## src/rtl/timer_arb_pkg.sv

```systemverilog
// Shared types and helpers for the shared delay-timer arbiter.
// rr_pick is sized for the largest supported requester count.
package timer_arb_pkg;

  localparam int unsigned MaxReq  = 8;
  localparam int unsigned MaxIdxW = 3;
  localparam int unsigned MaxSumW = MaxIdxW + 1;

  typedef enum logic [1:0] {StIdle, StRun, StDone} state_t;

  // First set bit of req at or above ptr, wrapping at num; 0 when req is empty.
  function automatic logic [MaxIdxW-1:0] rr_pick(input logic [MaxReq-1:0]  req,
                                                 input logic [MaxIdxW-1:0] ptr,
                                                 input int unsigned        num);
    logic [MaxIdxW-1:0] win;
    logic               found;
    logic [MaxSumW-1:0] s;
    win   = '0;
    found = 1'b0;
    for (int unsigned i = 0; i < MaxReq; i++) begin
      s = {1'b0, ptr} + MaxSumW'(i);
      if (s >= MaxSumW'(num)) s = s - MaxSumW'(num);
      if (!found && (i < num) && req[s[MaxIdxW-1:0]]) begin
        win   = s[MaxIdxW-1:0];
        found = 1'b1;
      end
    end
    return win;
  endfunction

endpackage

```

## src/rtl/tick_prescaler.sv

```systemverilog
// Divides the system clock down to a one-cycle tick enable every TICK_CYCLES cycles.
// clr holds the counter at zero so a new delay always starts on a full tick period.
module tick_prescaler #(
  parameter int unsigned TICK_CYCLES = 4
) (
  input  logic clk,
  input  logic rst,
  input  logic clr,
  output logic tick
);

  localparam int unsigned CntW = (TICK_CYCLES > 1) ? $clog2(TICK_CYCLES) : 1;
  localparam logic [CntW-1:0] CntMax = CntW'(TICK_CYCLES - 1);

  logic [CntW-1:0] cnt_q, cnt_d;

  always_comb begin
    cnt_d = cnt_q + CntW'(1);
    if (clr || (cnt_q == CntMax)) cnt_d = '0;
  end

  assign tick = !clr && (cnt_q == CntMax);

  always_ff @(posedge clk) begin
    if (rst) cnt_q <= '0;
    else     cnt_q <= cnt_d;
  end

endmodule

```

## src/rtl/timer_arbiter.sv

```systemverilog
// One shared millisecond delay timer, granted round-robin to NUM_REQ requesters.
// All outputs are registered; done pulses for the owner when its delay expires.
module timer_arbiter
  import timer_arb_pkg::*;
#(
  parameter int unsigned NUM_REQ = 4,
  parameter int unsigned DLY_W   = 16,
  parameter int unsigned CLK_HZ  = 50_000_000,
  parameter int unsigned TICK_HZ = 1000
) (
  input  logic                            clk,
  input  logic                            rst,
  input  logic [NUM_REQ-1:0]              req,
  input  logic [NUM_REQ-1:0][DLY_W-1:0]   dly,
  input  logic                            abort,
  output logic [NUM_REQ-1:0]              grant,
  output logic [NUM_REQ-1:0]              done,
  output logic                            busy,
  output logic [$clog2(NUM_REQ)-1:0]      owner
);

  localparam int unsigned IdxW       = $clog2(NUM_REQ);
  localparam int unsigned TickCycles = CLK_HZ / TICK_HZ;

  state_t             state_q, state_d;
  logic [DLY_W-1:0]   count_q, count_d;
  logic [IdxW-1:0]    owner_q, owner_d;
  logic [IdxW-1:0]    ptr_q, ptr_d;
  logic [NUM_REQ-1:0] grant_q, grant_d;
  logic [NUM_REQ-1:0] done_q, done_d;
  logic               busy_q, busy_d;
  logic [IdxW-1:0]    winner;
  logic [IdxW-1:0]    ptr_next;
  logic               tick;

  tick_prescaler #(
    .TICK_CYCLES(TickCycles)
  ) u_prescaler (
    .clk (clk),
    .rst (rst),
    .clr (state_q != StRun),
    .tick(tick)
  );

  assign winner   = IdxW'(rr_pick(MaxReq'(req), MaxIdxW'(ptr_q), NUM_REQ));
  assign ptr_next = (owner_q == IdxW'(NUM_REQ - 1)) ? '0 : owner_q + IdxW'(1);

  always_comb begin
    state_d = state_q;
    count_d = count_q;
    owner_d = owner_q;
    ptr_d   = ptr_q;
    grant_d = '0;
    done_d  = '0;
    unique case (state_q)
      StIdle: begin
        if (|req) begin
          count_d         = dly[winner];
          owner_d         = winner;
          grant_d[winner] = 1'b1;
          state_d         = StRun;
        end
      end
      StRun: begin
        // Abort beats a coincident final tick.
        if (abort) begin
          ptr_d   = ptr_next;
          state_d = StIdle;
        end else if (count_q == '0) begin
          done_d[owner_q] = 1'b1;
          state_d         = StDone;
        end else if (tick) begin
          count_d = count_q - DLY_W'(1);
          if (count_q == DLY_W'(1)) begin
            done_d[owner_q] = 1'b1;
            state_d         = StDone;
          end
        end
      end
      StDone: begin
        ptr_d   = ptr_next;
        state_d = StIdle;
      end
      default: state_d = StIdle;
    endcase
    busy_d = (state_d != StIdle);
  end

  always_ff @(posedge clk) begin
    if (rst) begin
      state_q <= StIdle;
      count_q <= '0;
      owner_q <= '0;
      ptr_q   <= '0;
      grant_q <= '0;
      done_q  <= '0;
      busy_q  <= 1'b0;
    end else begin
      state_q <= state_d;
      count_q <= count_d;
      owner_q <= owner_d;
      ptr_q   <= ptr_d;
      grant_q <= grant_d;
      done_q  <= done_d;
      busy_q  <= busy_d;
    end
  end

  assign grant = grant_q;
  assign done  = done_q;
  assign busy  = busy_q;
  assign owner = owner_q;

endmodule

```

## config.mk

```make
export PLATFORM = sky130hd
export DESIGN_NAME = timer_arbiter
export DESIGN_NICKNAME = d
export VERILOG_FILES = /design/src/rtl/timer_arb_pkg.sv /design/src/rtl/tick_prescaler.sv /design/src/rtl/timer_arbiter.sv
export SDC_FILE = /design/constraint.sdc
export NUM_CORES = 1
export LEC_CHECK = 0
export ABC_CLOCK_PERIOD_IN_PS = 2600
export CAP_MARGIN = 20
export CORE_ASPECT_RATIO = 1.1
export CORE_MARGIN = 2
export CORE_UTILIZATION = 45
export CTS_CLUSTER_DIAMETER = 40
export DETAILED_ROUTE_END_ITERATION = 12
export PLACE_DENSITY = 0.77
export SLEW_MARGIN = 20
export SYNTH_ARGS = -nofsm -noshare
export SYNTH_HDL_FRONTEND = slang
export SYNTH_HIERARCHICAL = 1
export SYNTH_SLANG_ARGS = --single-unit
```

## constraint.sdc

```tcl
create_clock -name clk -period 2.6 [get_ports clk]
set_input_delay 0.78 -clock clk [delete_from_list [all_inputs] [get_ports clk]]
set_output_delay 0.78 -clock clk [all_outputs]
set_load 0.02 [all_outputs]
```

Word level (Yosys, flattened, before mapping)
Cells that the tools add are included.
- div/mod/pow operators: 0
- bitwise logic cells: 3
- equal/unequal tests: 11
- $mul: 0
- muxes and demuxes: 42
- order comparisons: 12
- $add $sub $neg: 10
- shift operators: 0
- reductions and logical operators: 23
- operators with widths (kind ; count):
    $mux W16 ; 5
    $bmux W16 S2 ; 1
    $pmux W16 S2 ; 1
    $mux W2 ; 11
    $add A16 B1 Y16 const B ; 1
    $eq A16 B1 Y1 const B ; 1
    $eq A16 B16 Y1 const B ; 1
    $logic_not A16 Y1 ; 1
    $lt A3 B4 Y1 const B ; 4
    $sub A16 B1 Y16 const B ; 1
    $bmux W1 S3 ; 4
    $mux W3 ; 4
    $mux W4 ; 3
    $ne A2 B2 Y1 const B ; 5
    $ge A3 B3 Y1 const B ; 3
    $mux W1 ; 9
    $sub A3 B3 Y3 const B ; 3
    $pmux W2 S2 ; 2
    $add A2 B2 Y3 const B ; 2
    $logic_and A1 B1 Y1 ; 6
    $lt A2 B3 Y1 const B ; 2
    $reduce_bool A2 Y1 ; 3
    $reduce_or A3 Y1 ; 2
    $reduce_and A5 Y1 ; 1
    other kinds (16) ; 25
- input port bits: 71
- output and inout port bits: 11
- logic and storage cells: 109
- flip-flop bits (word level): 47
- memory bits (writable): 0
- latch bits: 0
- memories kept: 0
- ROM bits: 0

Depth between registers and ports, before layout
- depth after elaboration: 18
- depth in mapped cells: 12
- mapped depth without buffers: 10

Modules after synthesis
Netlist, hierarchy kept.
- modules (own cells, without submodules) (module ; instances ; area an instance (um^2) ; sequential area each (um^2) ; cells each):
    timer_arbiter ; 1 ; 2483.6 ; 620.6 ; 295
    tick_prescaler ; 1 ; 782.0 ; 320.3 ; 81

Worst setup path after synthesis
OpenSTA, ideal clock, no wires.
- kind: input port to flip-flop
- start point: input port req[3]
- end point: register count_q[14]
- arrival time: 2632 ps
- data required time: 2486 ps
- buffers on the path: 3
- library setup time: 114 ps
- stages: 10
- setup slack: -146 ps
- cells stage by stage: buf_2 nor2b_1 mux4_2 a22o_1 a21oi_2 buf_4 buf_6 mux2i_1 mux2i_1 a21o_1
- cells in the longest elaborated chain, start to end: 16
- elaborated cells on any way between the ends: 28
- classes of those cells: 1 x eq/ne; 19 x mux; 8 x reduce/logical
- ends and longest elaborated chain (item ; RTL line ; source):
    start, declared ; timer_arbiter.sv:13 ; input logic [NUM_REQ-1:0] req,
    $bmux W1 S3 ; timer_arb_pkg.sv:23 ; if (!found && (i < num) && req[s[MaxIdxW-1:0]]) begin
    $mux W1 (not written as such) ; timer_arb_pkg.sv:23 ;
    $mux W1 ; timer_arb_pkg.sv:23 ;
    $logic_not A1 Y1 ; timer_arb_pkg.sv:23 ;
    $logic_and A1 B1 Y1 ; timer_arb_pkg.sv:23 ;
    $mux W1 ; timer_arb_pkg.sv:23 ;
    $logic_not A1 Y1 ; timer_arb_pkg.sv:23 ;
    $logic_and A1 B1 Y1 ; timer_arb_pkg.sv:23 ;
    $mux W1 ; timer_arb_pkg.sv:23 ;
    $logic_not A1 Y1 ; timer_arb_pkg.sv:23 ;
    $logic_and A1 B1 Y1 ; timer_arb_pkg.sv:23 ;
    $mux W2 ; timer_arb_pkg.sv:23 ;
    $bmux W16 S2 ; timer_arbiter.sv:58 ; count_d = dly[winner];
    $mux W16 (not written as such) ; timer_arbiter.sv:58 ;
    $mux W16 ; timer_arbiter.sv:57 ; if (|req) begin
    $pmux W16 S2 ; timer_arbiter.sv:55 ; unique case (state_q)
    end signal, assigned ; timer_arbiter.sv:100 ; count_q <= count_d;
    end, declared ; timer_arbiter.sv:26 ; logic [DLY_W-1:0] count_q, count_d;
Several ways; a longest one is shown, not always the timed one. The select of a mux whose other input is x is not followed.
A chain may end at the register's enable or synchronous reset.

Worst setup path after layout
- start point: input port req[3]
- end point: register count_q[6]
Same word-level chain as after synthesis.

==> metrics.csv <==
metric,value,unit
status,completed,
crit_buf_inv,2,
remaining_drc_errors,0,
swShare,33.8,%
r2r-end,count_q[7],
crit_cells,9,
hpwl,6.52,mm
yosys.area.top_type,dfxtp_1,
wl_per_cell,14.6,um
vdd_drop_max,356,uV
synth_compound_area_share,17.9,%
io_buffers,81,
coreArea,7010,um2
seq_area_frac_synth,28.8,%
slew_violations,0,
rrSetupSlack,0.11,ns
critPathKind,in -> reg,
dieHeight,93.3,um
crit_family,compound AO/OA/AOI/OAI gates,
yosys_warnings,6,
reg2reg_depth,10,
h-tree-depth,2,
synth_flop_cell,dfxtp_1,
netlist.area_leader.share,28.8,%
num_vias,3127,
routabilityCongestion,0.915,
drive_gt1_share,18.1,%
syn_area_per_cell,8.69,um2
synth_xor_area_share,3.49,%
grt.total_usage,21.1,%
clkTransAtPathRegs,0.09,ns
arrival,2.73,ns
synth_top_family_by_area,simple AND/OR/NAND/NOR gates,
start_util,46.6,%
p_per_area,551,nW/um2
ys_top_cells_by_area,"dfxtp_1 (29%), mux2i_1 (13%), nor2_1 (5.5%)",
n_antenna_cell,0,
end_kind,flip-flop,
clock-root-buffer,clkbuf_8,
drt-total-wl,8.31,mm
max_freq,0.395,GHz
cts_tree,done,
hold_viol,0,
crit_slowest_cell,mux4_2,
cts_max_path_buffers,2,
rows,32,
crit_path_max_fanout,14,
p_comb_share,43.5,%
crit_chain,buf_2 > nor2b_1 > mux4_2 > a22o_1 > a21oi_4 > buf_12 > mux2i_2 > a22oi_1 > o211a_1,
grt_pass1_wl,13.8,mm
synthSimpleGateAreaFrac,25.5,%
synthCells,376,
dp_cells,561,
fin_util,65.0,%
synth-adder-area-share,3.45,%
first_pass_iters,4,
synth_edf_count,0,
max_cap_violations,0,
final_cells,571,
pwr-share-clk,22.1,%
cp-start-kind,primary input,
yosysUniqueCellTypes,65,
area_delta_synth_final,39.5,%
async_flop_share,0,%
drtIter0Drc,183,
power.switching,0.849,mW
setup_violations,0,
top_layer,met4,
clkSinkCount,47,
viasPerCell,5.48,
p_int,1.66,mW
met3_length,574,um
synth-seq-cells,47,
netlist_area,3270,um2
r2r-start,ptr_q[0],
total_power,2.51,mW
crit_required,2.80,ns
die_width,85.2,um
grt_overflow_total,0,
cts_hold_buf,0,
worst_slew_pin_slew,0.581,ns
crit_path_start,req[3],
clock_latency,0.30,ns
die_area,7960,um2
nFillCells,593,
grt_max_degree,28,
routed-wl-met2,4.08,mm
cts_buffers,5,
layout.nets,565,
synthMuxAreaShare,14.9,%
min_period,2.53,ns
seqPwrFrac,34.4,%
ios,82,
leakage,1.85,nW
antenna_found_initial,0,
max_slew_margin,60.9,%
finalCritPeriodShare,97.3,%
crit_path_max_incr_delay,0.48,ns
hp-class,reg -> reg,
postLayoutCellArea,4550,um2
finClkSkew,0.00468,ns
drt-met1-wl,3.55,mm
crit_path_end,count_q[6],
drtAntennaViolNets,0,
grt_pass1_vias,3048,
dpl-instance-area,4360,um2
synth_fp_nets,456,
==> final cells by class <==
class,instances,area [um2],share of cell area (%)
tap,85,106,2.34
sequential,47,941,20.7
clock inverter,2,35.0,0.769
clock buffer,6,82.6,1.81
inverter,14,52.6,1.15
multi-input combinational,295,2190,48.2
timing repair buffer,122,1140,25.1
==> worst min path at each step <==
stage                              start                    to  cells after the start
detailed placement  u_prescaler/cnt_q[0]  u_prescaler/cnt_q[0]                      1
finish              u_prescaler/cnt_q[0]  u_prescaler/cnt_q[0]                      1
global placement    u_prescaler/cnt_q[0]  u_prescaler/cnt_q[0]                      1
floorplan           u_prescaler/cnt_q[0]  u_prescaler/cnt_q[0]                      1
global route        u_prescaler/cnt_q[0]  u_prescaler/cnt_q[0]                      1
CTS                 u_prescaler/cnt_q[0]  u_prescaler/cnt_q[0]                      1
==> timing repair <==
action,CTS,global route
setup endpoints to repair,21,13
pin swaps,3,2
gates cloned,0,1
hold endpoints to repair,0,0
resized for setup,22,8
buffers inserted,0,1
==> cells in the final DEF, fill, tap and decap left out, types with 6 or more instances in the layout <==
cell,n
mux2i_1,41
nand2_1,18
nand2b_1,7
o21ai_0,6
nor2b_1,7
nor2_1,47
a21oi_1,25
ha_1,8
buf_4,37
clkdlybuf4s50_1,77
inv_1,13
xnor2_1,11
nor3_1,14
clkbuf_8,6
dfxtp_1,47
nand3_1,8
==> metal layers <==
| metal | track usage [%] | vias to the layer above |
|---|---|---|
| met5 | 0 | - |
| met2 | 35.7 | 104 |
| met4 | 5.42 | 0 |
| met1 | 27.2 | 1436 |
| li1 | - | 1580 |
| met3 | 4.68 | 7 |
==> stage by stage <==
step	hold WS (ns)	worst slack (ns)	setup TNS, ns
after global routing	0.508	-0.000568	-0.000568
after detailed placement	0.474	-0.694	-12.16
after floorplan	0.440	-0.0633	-0.541
after global placement	0.457	-0.640	-11.29
after CTS	0.494	0.0120	0
final	0.494	0.0701	0
==> worst reg2reg max path: stages (launching register included) <==
cell	delay, ns
dfxtp_1	0.37
inv_2	0.07
ha_4	0.30
mux4_2	0.38
o31ai_2	0.39
a21oi_4	0.08
buf_4	0.16
clkbuf_16	0.16
nand2b_1	0.14
a22o_1	0.23
a21oi_1	0.14
==> cells by family (layout without fill, tap and decap cells) <==
kind of cell / count (synthesis) / in the layout
flip-flops: 47 / 47
buffers and inverters: 34 / 144
AND/OR/NAND/NOR: 147 / 147
adder cells (fa/ha/maj): 9 / 9
multiplexers: 46 / 46
AO/OA/AOI/OAI: 80 / 80
XOR/XNOR: 13 / 13
==> cells in the mapped netlist (5+ instances only) <==
master     count
nor3_1        14
a211oi_1       5
a22o_1         5
nand2b_1       8
nor2_1        48
mux2i_1       42
a21oi_1       25
buf_6          6
o21ai_0        7
xnor2_1       11
nand3_1        8
nor4_2         5
nand2_1       18
dfxtp_1       47
inv_1         13
ha_1           9
and2_1         5
nor2b_1        7
o2bb2ai_1      5
clkbuf_1       6
==> sequential cells by signal (all words and copies together), names as in the netlist <==
name	flops
busy	1
count_q	16
done	4
grant	4
owner	2
ptr_q	2
state_q	2
u_prescaler/cnt_q	16
==> power by group through the flow <==
| stage | Combinational, mW | Clock [mW] | Sequential [mW] |
|---|---|---|---|
| after global placement | 1.02 | 0 | 0.874 |
| after detailed placement | 1.04 | 0 | 0.875 |
| after CTS | 1.05 | 0.572 | 0.858 |
| after floorplan | 0.698 | 0 | 0.874 |
| final | 1.09 | 0.555 | 0.862 |
| after global routing | 1.18 | 0.596 | 0.874 |
Power figures use the tool's default switching activity.
